==> config.mk <==
export PLATFORM = sky130hd
export DESIGN_NAME = instr_packer
export DESIGN_NICKNAME = d
export VERILOG_FILES = /design/src/rtl/instr_packer.sv
export SDC_FILE = /design/constraint.sdc
export NUM_CORES = 1
export LEC_CHECK = 0
export ABC_AREA = 0
export BUFFER_PORTS_ARGS = -buffer_cell sky130_fd_sc_hd__buf_2
export CAP_MARGIN = 0
export CORE_UTILIZATION = 60
export DETAILED_ROUTE_END_ITERATION = 10
export PLACE_DENSITY = 0.79
export SLEW_MARGIN = 20
export SYNTH_ARGS = -nofsm -noshare
export SYNTH_HDL_FRONTEND = slang
export SYNTH_SLANG_ARGS = --single-unit
==> constraint.sdc <==
create_clock -name clk -period 4.75 [get_ports clk]
set_input_delay 0.2375 -clock clk [delete_from_list [all_inputs] [get_ports clk]]
set_output_delay 0.2375 -clock clk [all_outputs]
set_load 0.05 [all_outputs]
==> src/rtl/instr_packer.sv <==
// rtl/instr_packer.sv - packs decoded CU fields into 53-bit words, buffers them with program addresses, streams to instruction memory
module instr_packer #(
    parameter int DEPTH = 4,
    parameter int PC_W  = 8
) (
    input  logic            clk,
    input  logic            rst,
    input  logic            start,
    input  logic [PC_W-1:0] base_addr,
    input  logic            in_valid,
    output logic            in_ready,
    input  logic            in_last,
    input  logic [15:0]     data_bus_1,
    input  logic [15:0]     data_bus_2,
    input  logic [3:0]      opcode,
    input  logic            load_immediate,
    input  logic            read_write,
    input  logic [4:0]      addr1,
    input  logic [4:0]      addr2,
    input  logic [4:0]      addr3,
    output logic            out_valid,
    input  logic            out_ready,
    output logic [52:0]     out_word,
    output logic [PC_W-1:0] out_addr,
    output logic            busy,
    output logic            done,
    output logic            pc_wrap
);
    localparam int AW = $clog2(DEPTH);

    typedef enum logic [1:0] {S_IDLE, S_LOAD, S_DRAIN, S_DONE} state_t;

    state_t          state, state_nx;
    logic [52:0]     mem_word [DEPTH];
    logic [PC_W-1:0] mem_addr [DEPTH];
    logic [AW-1:0]   wr_ptr, rd_ptr;
    logic [AW:0]     count;
    logic [PC_W-1:0] pc;
    logic [52:0]     last_word;
    logic [PC_W-1:0] last_addr;
    logic [52:0]     packed_word;
    logic            empty, full, push, pop;

    assign packed_word = {data_bus_1, data_bus_2, opcode, load_immediate, read_write,
                          addr1, addr2, addr3};

    assign empty     = (count == '0);
    assign full      = (count == (AW+1)'(DEPTH));
    assign in_ready  = (state == S_LOAD) && !full;
    assign out_valid = !empty;
    assign push      = in_valid && in_ready;
    assign pop       = out_valid && out_ready;
    assign busy      = (state != S_IDLE);
    assign done      = (state == S_DONE);

    // Outputs keep showing the most recently popped entry while the FIFO is empty.
    assign out_word = empty ? last_word : mem_word[rd_ptr];
    assign out_addr = empty ? last_addr : mem_addr[rd_ptr];

    always_comb begin
        state_nx = state;
        case (state)
            S_IDLE:  if (start) state_nx = S_LOAD;
            S_LOAD:  if (push && in_last) state_nx = S_DRAIN;
            S_DRAIN: if (empty || (count == (AW+1)'(1) && pop)) state_nx = S_DONE;
            S_DONE:  state_nx = S_IDLE;
            default: state_nx = S_IDLE;
        endcase
    end

    always_ff @(posedge clk or posedge rst) begin
        if (rst) state <= S_IDLE;
        else     state <= state_nx;
    end

    always_ff @(posedge clk) begin
        if (push) begin
            mem_word[wr_ptr] <= packed_word;
            mem_addr[wr_ptr] <= pc;
        end
    end

    always_ff @(posedge clk or posedge rst) begin
        if (rst) begin
            wr_ptr    <= '0;
            rd_ptr    <= '0;
            count     <= '0;
            pc        <= '0;
            pc_wrap   <= 1'b0;
            last_word <= '0;
            last_addr <= '0;
        end else begin
            if (state == S_IDLE && start) begin
                pc      <= base_addr;
                pc_wrap <= 1'b0;
            end else if (push) begin
                pc <= pc + 1'b1;
                if (pc == '1) pc_wrap <= 1'b1;
            end
            if (push) wr_ptr <= wr_ptr + 1'b1;
            if (pop) begin
                rd_ptr    <= rd_ptr + 1'b1;
                last_word <= mem_word[rd_ptr];
                last_addr <= mem_addr[rd_ptr];
            end
            case ({push, pop})
                2'b10:   count <= count + 1'b1;
                2'b01:   count <= count - 1'b1;
                default: count <= count;
            endcase
        end
    end
endmodule

==> After elaboration in Yosys (flattened, before gate mapping) <==
Memories as Yosys holds them, arrays and structs flattened.
Cells that the tools add are included.
{ "totals": {"elab_cells": 57, "inputBits": 67, "ram_bits": 244, "mem_count": 2, "regBits": 79} }
{ "op_classes": {"reduce_logical": 17, "muxes": 14, "eq_ne": 11, "addsub": 5} }
{ "memory_table": {"columns": ["memory", "words", "width", "rd", "rd_ports_with_merged_regs", "write_ports", "line_no", "text"], "rows": [
  ["mem_word", 4, 53, 1, 0, 1, "34", "logic [52:0] mem_word [DEPTH];"],
  ["mem_addr", 4, 8, 1, 0, 1, "35", "logic [PC_W-1:0] mem_addr [DEPTH];"]
]} }
{ "ops": {"columns": ["cell", "n"], "rows": [
  ["2-to-1 mux 53 bit", 1],
  ["2-to-1 mux 8 bit", 3],
  ["adder 8 x 1 -> 8 bit (second input constant)", 1],
  ["equality test 8 bit (second input constant)", 1],
  ["one-hot mux 2 bit (4 select lines)", 1],
  ["nonzero test 2 bit", 4],
  ["equality test 2 bit (second input constant)", 3],
  ["logical AND 1 bit", 6],
  ["2-to-1 mux 2 bit", 3],
  ["one-hot mux 3 bit (2 select lines)", 1],
  ["2-to-1 mux 1 bit", 5],
  ["adder 2 x 1 -> 2 bit (second input constant)", 2],
  ["equality test 2 x 1 -> 1 bit (second input constant)", 2],
  ["inequality test 2 bit (second input constant)", 2],
  ["adder 3 x 1 -> 3 bit (second input constant)", 1],
  ["equality test 3 x 1 -> 1 bit (second input constant)", 1],
  ["equality test 3 bit (second input constant)", 1],
  ["zero test 3 bit", 1],
  ["AND reduction 3 bit", 1],
  ["subtractor 3 x 1 -> 3 bit (second input constant)", 1],
  ["zero test 1 bit", 2],
  ["zero test 2 bit", 1],
  ["inequality test 2 x 1 -> 1 bit (second input constant)", 1],
  ["AND reduction 2 bit", 1],
  ["logical OR 1 bit", 1]
]} }

==> Longest topological paths before layout <==
{ "depth": {"word_depth": 7, "ltp_mapped": 11, "depth_no_buf": 8} }

==> Least setup slack after synthesis <==
No wires, ideal clock.
{ "synth_path": {"kind": "flip-flop to flip-flop", "start": "register count[0]", "end": "memory mem_addr[0][0], enable pin", "path_buffers": 1, "required_ns": 4.324, "path_slack_ns": 1.715, "stages_incl_launch_ff": 6, "setup_ns": 0.426, "arrival_time_ns": 2.609, "period_less_slack_ns": 3.035, "path_cell_list": "dfrtp_1 > inv_1 > ha_1 > a21boi_1 > buf_2 > and3_1"} }
{ "synth_via": {"elab_chain_len": 6} }
{ "synth_rtl": {"columns": ["item", "line_no", "text"], "rows": [
  ["start: declaration", "37", "logic [AW:0] count;"],
  ["start signal: assignment", "107", "2'b10: count <= count + 1'b1;"],
  ["start signal: assignment", "108", "2'b01: count <= count - 1'b1;"],
  ["start signal: assignment", "109", "default: count <= count;"],
  ["equality test 3 bit", "48", "assign full = (count == (AW+1)'(DEPTH));"],
  ["zero test 1 bit", "49", "assign in_ready = (state == S_LOAD) && !full;"],
  ["logical AND 1 bit", "49", null],
  ["logical AND 1 bit", "51", "assign push = in_valid && in_ready;"],
  ["2-to-1 mux 1 bit", "77", "if (push) begin"],
  ["2-to-1 mux 1 bit (not written as such)", "79", "mem_addr[wr_ptr] <= pc;"],
  ["end: declaration", "35", null]
]} }
Every way passes these cells.

==> Worst setup path in the final report <==
{ "layout_path": {"start": "register rd_ptr[1]", "end": "output port out_word[10]"} }
{ "layout_via": {"elab_chain_len": 2} }
{ "layout_rtl": {"columns": ["item", "line_no", "text"], "rows": [
  ["start: declaration", "36", "logic [AW-1:0] wr_ptr, rd_ptr;"],
  ["start signal: assignment", "102", "rd_ptr <= rd_ptr + 1'b1;"],
  ["memory read (4 x 53 bit)", null, null],
  ["2-to-1 mux 53 bit", "57", "assign out_word = empty ? last_word : mem_word[rd_ptr];"],
  ["end: declaration", "23", "output logic [52:0] out_word,"]
]} }
Every way passes these cells.

==> impl_results.md <==
* Result of the run: finished, final reports clean
* Starting density of the core at 0.619
* Clock buffer count from CTS at 31
* FP Rows at 53
* Type of the tightest min-delay check: input pin to register
* Type of the worst setup path: register to output pin
* Via count of the routed design at roughly 6500
* Overall track demand over capacity in global routing at 0.232
* WL final at about 25000 um
* Pin count of the biggest net entering global routing at 63
* Data required time of the critical path at ~4.5 ns
* # clock sinks at 323
* Via count of the first global-routing pass at ~6800
* CTS tree: built
* Distinct cell type count after synthesis at 29
* Die H at roughly 150 um
* Worst r2r src: count[0]$_DFFE_PP0P_
* Crit path capture type: output pin
* Crit path to: out_word[10]
* IO Port Bufs at 132
* Post-synth top area share at 0.558
* Power Density at 725 nW/um2
* R2R Path End: mem_word[0][8]$_DFFE_PP_
* Number of I/O pins at 133
* Clk buf depth at 3
* Wire length of the first global-routing pass at 38700 um
* Worst vdd ir at approximately 0.55 mV
* Number of DRC violations after detailed routing at 0
* Startpoint of the tightest hold check path: in_last
* Time the worst path needs with I/O delays and setup at 3.27 ns
* Number of H-tree levels at 1
* Worst setup path start: rd_ptr[1]$_DFFE_PP0P_
* Clock latency on the worst-skew pair at 0.54 ns
* Synthesized netlist net count at 707
* Setup repair after global routing missed its margin: no
* Leakage at ~5.9 nW
* Layout cells sized above 1 at 0.445
* Register-to-register setup slack at 1.80 ns
* Overall power of the completed layout at between 0.01 and 0.015 W
* Count of maximum capacitance violations at 0
* Worst max-slew margin expressed relative to the limit at 0.285
* ANT nets after route at 0
* Max Fanout on Critical Path at 42
* HPWL reported at the end of detailed placement at 14100 um
* P&R area growth vs syn at 19.0%
* Critical path arrival at 3.03 ns
* Initial detailed-routing violation count at ~460
* Actual transition at the worst max-transition pin at 1.07 ns
* Post-CTS clock slew at the launch and capture registers of the worst setup and hold paths at 0.06 ns
* Final number of setup-violating endpoints at 0
* WL per Instance at 22.5 um
* Max-slew violations at 0
* Syn Inst Count at 626
* Cell taking the most area after synthesis: sky130_fd_sc_hd__edfxtp_1
* Worst clock skew at 0.0125 ns
* Core ar. at 21200 um2
* Clock Root Buffer: sky130_fd_sc_hd__clkbuf_16
* Cell area after layout at 15600 um2
* Combined area of all synthesized cells at 13100 um2
* Initial antenna violation count at 0
* GRT Residual Overflow at 0
* Sum Neg Setup Slack at 0 ns
* Post-placement cell area at around 14000 um2
* Share of synthesized area occupied by flip-flops and latches at 0.708
* Synthesized area divided by synthesized cell count at between 20 and 25 um2
* Worst reg-to-reg path cell count at 4
* Post-DR vias/cell at 5.80
* Detailed-routing iteration count for the pre-antenna-repair pass at 5
* Placer congestion estimate at 0.754
* Crit path launch type: register
* Post-layout net count at 909
* Flops & latches, synth at 323
* Share of the clock period used by the worst path after layout at 0.689
* Total Die Area at between 20000 and 25000 um2
* Final Hold Violating Endpoints at 0
* Horizontal die dimension at 150 um
* Diode count at 0
* Max frequency at a little over 0.3 GHz
* Cell types with the largest area share after synthesis: sky130_fd_sc_hd__edfxtp_1 56%, sky130_fd_sc_hd__dfrtp_1 15%, sky130_fd_sc_hd__mux4_2 10%
* Count of warnings emitted by yosys at 0
-- layout make-up --
class | count | area (um2)
Clock inverter | 18 | 195
Timing Repair Buffer | 200 | 1350
Inverter | 8 | 31.3
Sequential cell | 323 | 9310
Fill cell | 1188 | 5590
Multi-Input combinational cell | 264 | 3600
Tap cell | 275 | 344
Clock buffer | 37 | 808
-- cells in the mapped netlist --
cell and instances:
sky130_fd_sc_hd__a41oi_1 1, sky130_fd_sc_hd__xor2_1 9, sky130_fd_sc_hd__nor2_1 10, sky130_fd_sc_hd__inv_1 8, sky130_fd_sc_hd__nand2b_1 1, sky130_fd_sc_hd__and2_1 2
sky130_fd_sc_hd__clkbuf_1 4, sky130_fd_sc_hd__o21ai_0 2, sky130_fd_sc_hd__mux4_2 61, sky130_fd_sc_hd__edfxtp_1 244, sky130_fd_sc_hd__a21oi_1 10, sky130_fd_sc_hd__buf_2 13
sky130_fd_sc_hd__ha_1 14, sky130_fd_sc_hd__o211ai_1 1, sky130_fd_sc_hd__nand4_1 3, sky130_fd_sc_hd__mux2_2 67, sky130_fd_sc_hd__a21boi_0 1, sky130_fd_sc_hd__and3_1 7
sky130_fd_sc_hd__buf_6 14, sky130_fd_sc_hd__nand3_1 3, sky130_fd_sc_hd__mux2_4 57, sky130_fd_sc_hd__nand2_1 4, sky130_fd_sc_hd__a22oi_1 1, sky130_fd_sc_hd__mux2i_1 2
sky130_fd_sc_hd__xnor2_1 4, sky130_fd_sc_hd__a21bo_2 1, sky130_fd_sc_hd__a21boi_1 1, sky130_fd_sc_hd__and4_1 2, sky130_fd_sc_hd__dfrtp_1 79
-- state kept, by name, summed over array words and instances (netlist names) --
signal and count:
last_addr 8, rd_ptr 2, last_word 53, count 3, mem_addr 32, wr_ptr 2
mem_word 212, pc_wrap 1, pc 8, state 2
-- cells by family (layout without fill, tap and decap cells) --
family	count (synthesis)	after routing	share of synthesized area
muxes	187	187	0.229
xor gates and xnor gates	13	13	0.00867
adders and majority gates	14	14	0.0133
buffers and inverters	39	263	0.0204
DFF	323	323	0.708
and+or+nand+nor	32	32	0.0127
AOI/OAI and AO/OA	18	18	0.00829
-- per-stage QoR --
stage / std cells / utilization / worst slack [ns] / hold slack, ns
finish: 1125 / 0.737 / 1.48 / 0.0242
global route: 1125 / 0.737 / 1.37 / 0.0161
CTS: 1124 / 0.735 / 1.30 / 0.00676
detailed placement: 1007 / 0.659 / 1.84 / 0.456
global placement: 1007 / 0.659 / 1.92 / 0.441
floorplan: 626 / - / 1.72 / 0.328
-- worst max-delay path, cell delays in order (launching register included) --
cell,delay (ns)
sky130_fd_sc_hd__dfrtp_2,1.06
sky130_fd_sc_hd__buf_4,0.47
sky130_fd_sc_hd__mux4_2,0.42
sky130_fd_sc_hd__mux2_2,0.29
sky130_fd_sc_hd__buf_2,0.21
-- placed cells by master (no fill, tap or decap), types with 2 or more instances in the layout --
master / Yosys / layout
sky130_fd_sc_hd__edfxtp_1: 244 / 244
sky130_fd_sc_hd__buf_2: 13 / 132
sky130_fd_sc_hd__dfrtp_1: 79 / 77
sky130_fd_sc_hd__mux2_2: 67 / 67
sky130_fd_sc_hd__dlygate4sd3_1: 0 / 62
sky130_fd_sc_hd__mux4_2: 61 / 61
sky130_fd_sc_hd__mux2_4: 57 / 57
sky130_fd_sc_hd__clkbuf_16: 0 / 31
sky130_fd_sc_hd__ha_1: 14 / 14
sky130_fd_sc_hd__nor2_1: 10 / 10
sky130_fd_sc_hd__a21oi_1: 10 / 10
sky130_fd_sc_hd__xor2_1: 9 / 9
sky130_fd_sc_hd__inv_1: 8 / 7
sky130_fd_sc_hd__clkinv_2: 0 / 7
sky130_fd_sc_hd__clkinv_1: 0 / 5
sky130_fd_sc_hd__clkbuf_1: 4 / 5
sky130_fd_sc_hd__buf_4: 0 / 5
sky130_fd_sc_hd__nand2_1: 4 / 4
sky130_fd_sc_hd__and3_4: 0 / 4
sky130_fd_sc_hd__xnor2_1: 4 / 4
sky130_fd_sc_hd__bufinv_16: 0 / 4
sky130_fd_sc_hd__nand3_1: 3 / 3
sky130_fd_sc_hd__and3_1: 7 / 3
sky130_fd_sc_hd__nand4_1: 3 / 3
sky130_fd_sc_hd__clkinv_4: 0 / 3
sky130_fd_sc_hd__mux2i_1: 2 / 2
sky130_fd_sc_hd__and4_1: 2 / 2
sky130_fd_sc_hd__o21ai_0: 2 / 2
-- routing by layer --
metal  track usage  part of all wire  vias up
met2         0.411              0.54      214
met5             0                 0        -
li1              -                 -     2885
met4        0.0566             0.016        0
met3        0.0296             0.051       36
met1         0.306              0.40     3394
-- power by group --
part	leakage (nW)	total (W)	internal [W]	switching [W]
clock	0.495	0.00242	0.00142	0.000998
sequential	3.12	0.00408	0.00363	0.000443
combinational	2.25	0.00483	0.00191	0.00292
-- how the worst min path moves through the flow --
stage	cells after the start	endpoint
5_1_grt	3	state[0]$_DFFE_PP0P_
6_report	3	state[0]$_DFFE_PP0P_
3_3_place_gp	2	last_word[37]$_DFFE_PP0P_
2_1_floorplan	1	pc_wrap$_DFFE_PP0P_
4_1_cts	3	state[0]$_DFFE_PP0P_
3_5_place_dp	1	mem_word[1][50]$_DFFE_PP_
-- what timing repair did --
item                      4_1_cts  5_1_grt
hold buffers                   62        0
resized for setup               0        0
setup buffers                   0        0
hold endpoints to repair      270        0
Note: power is estimated with default switching activity, not from simulation.
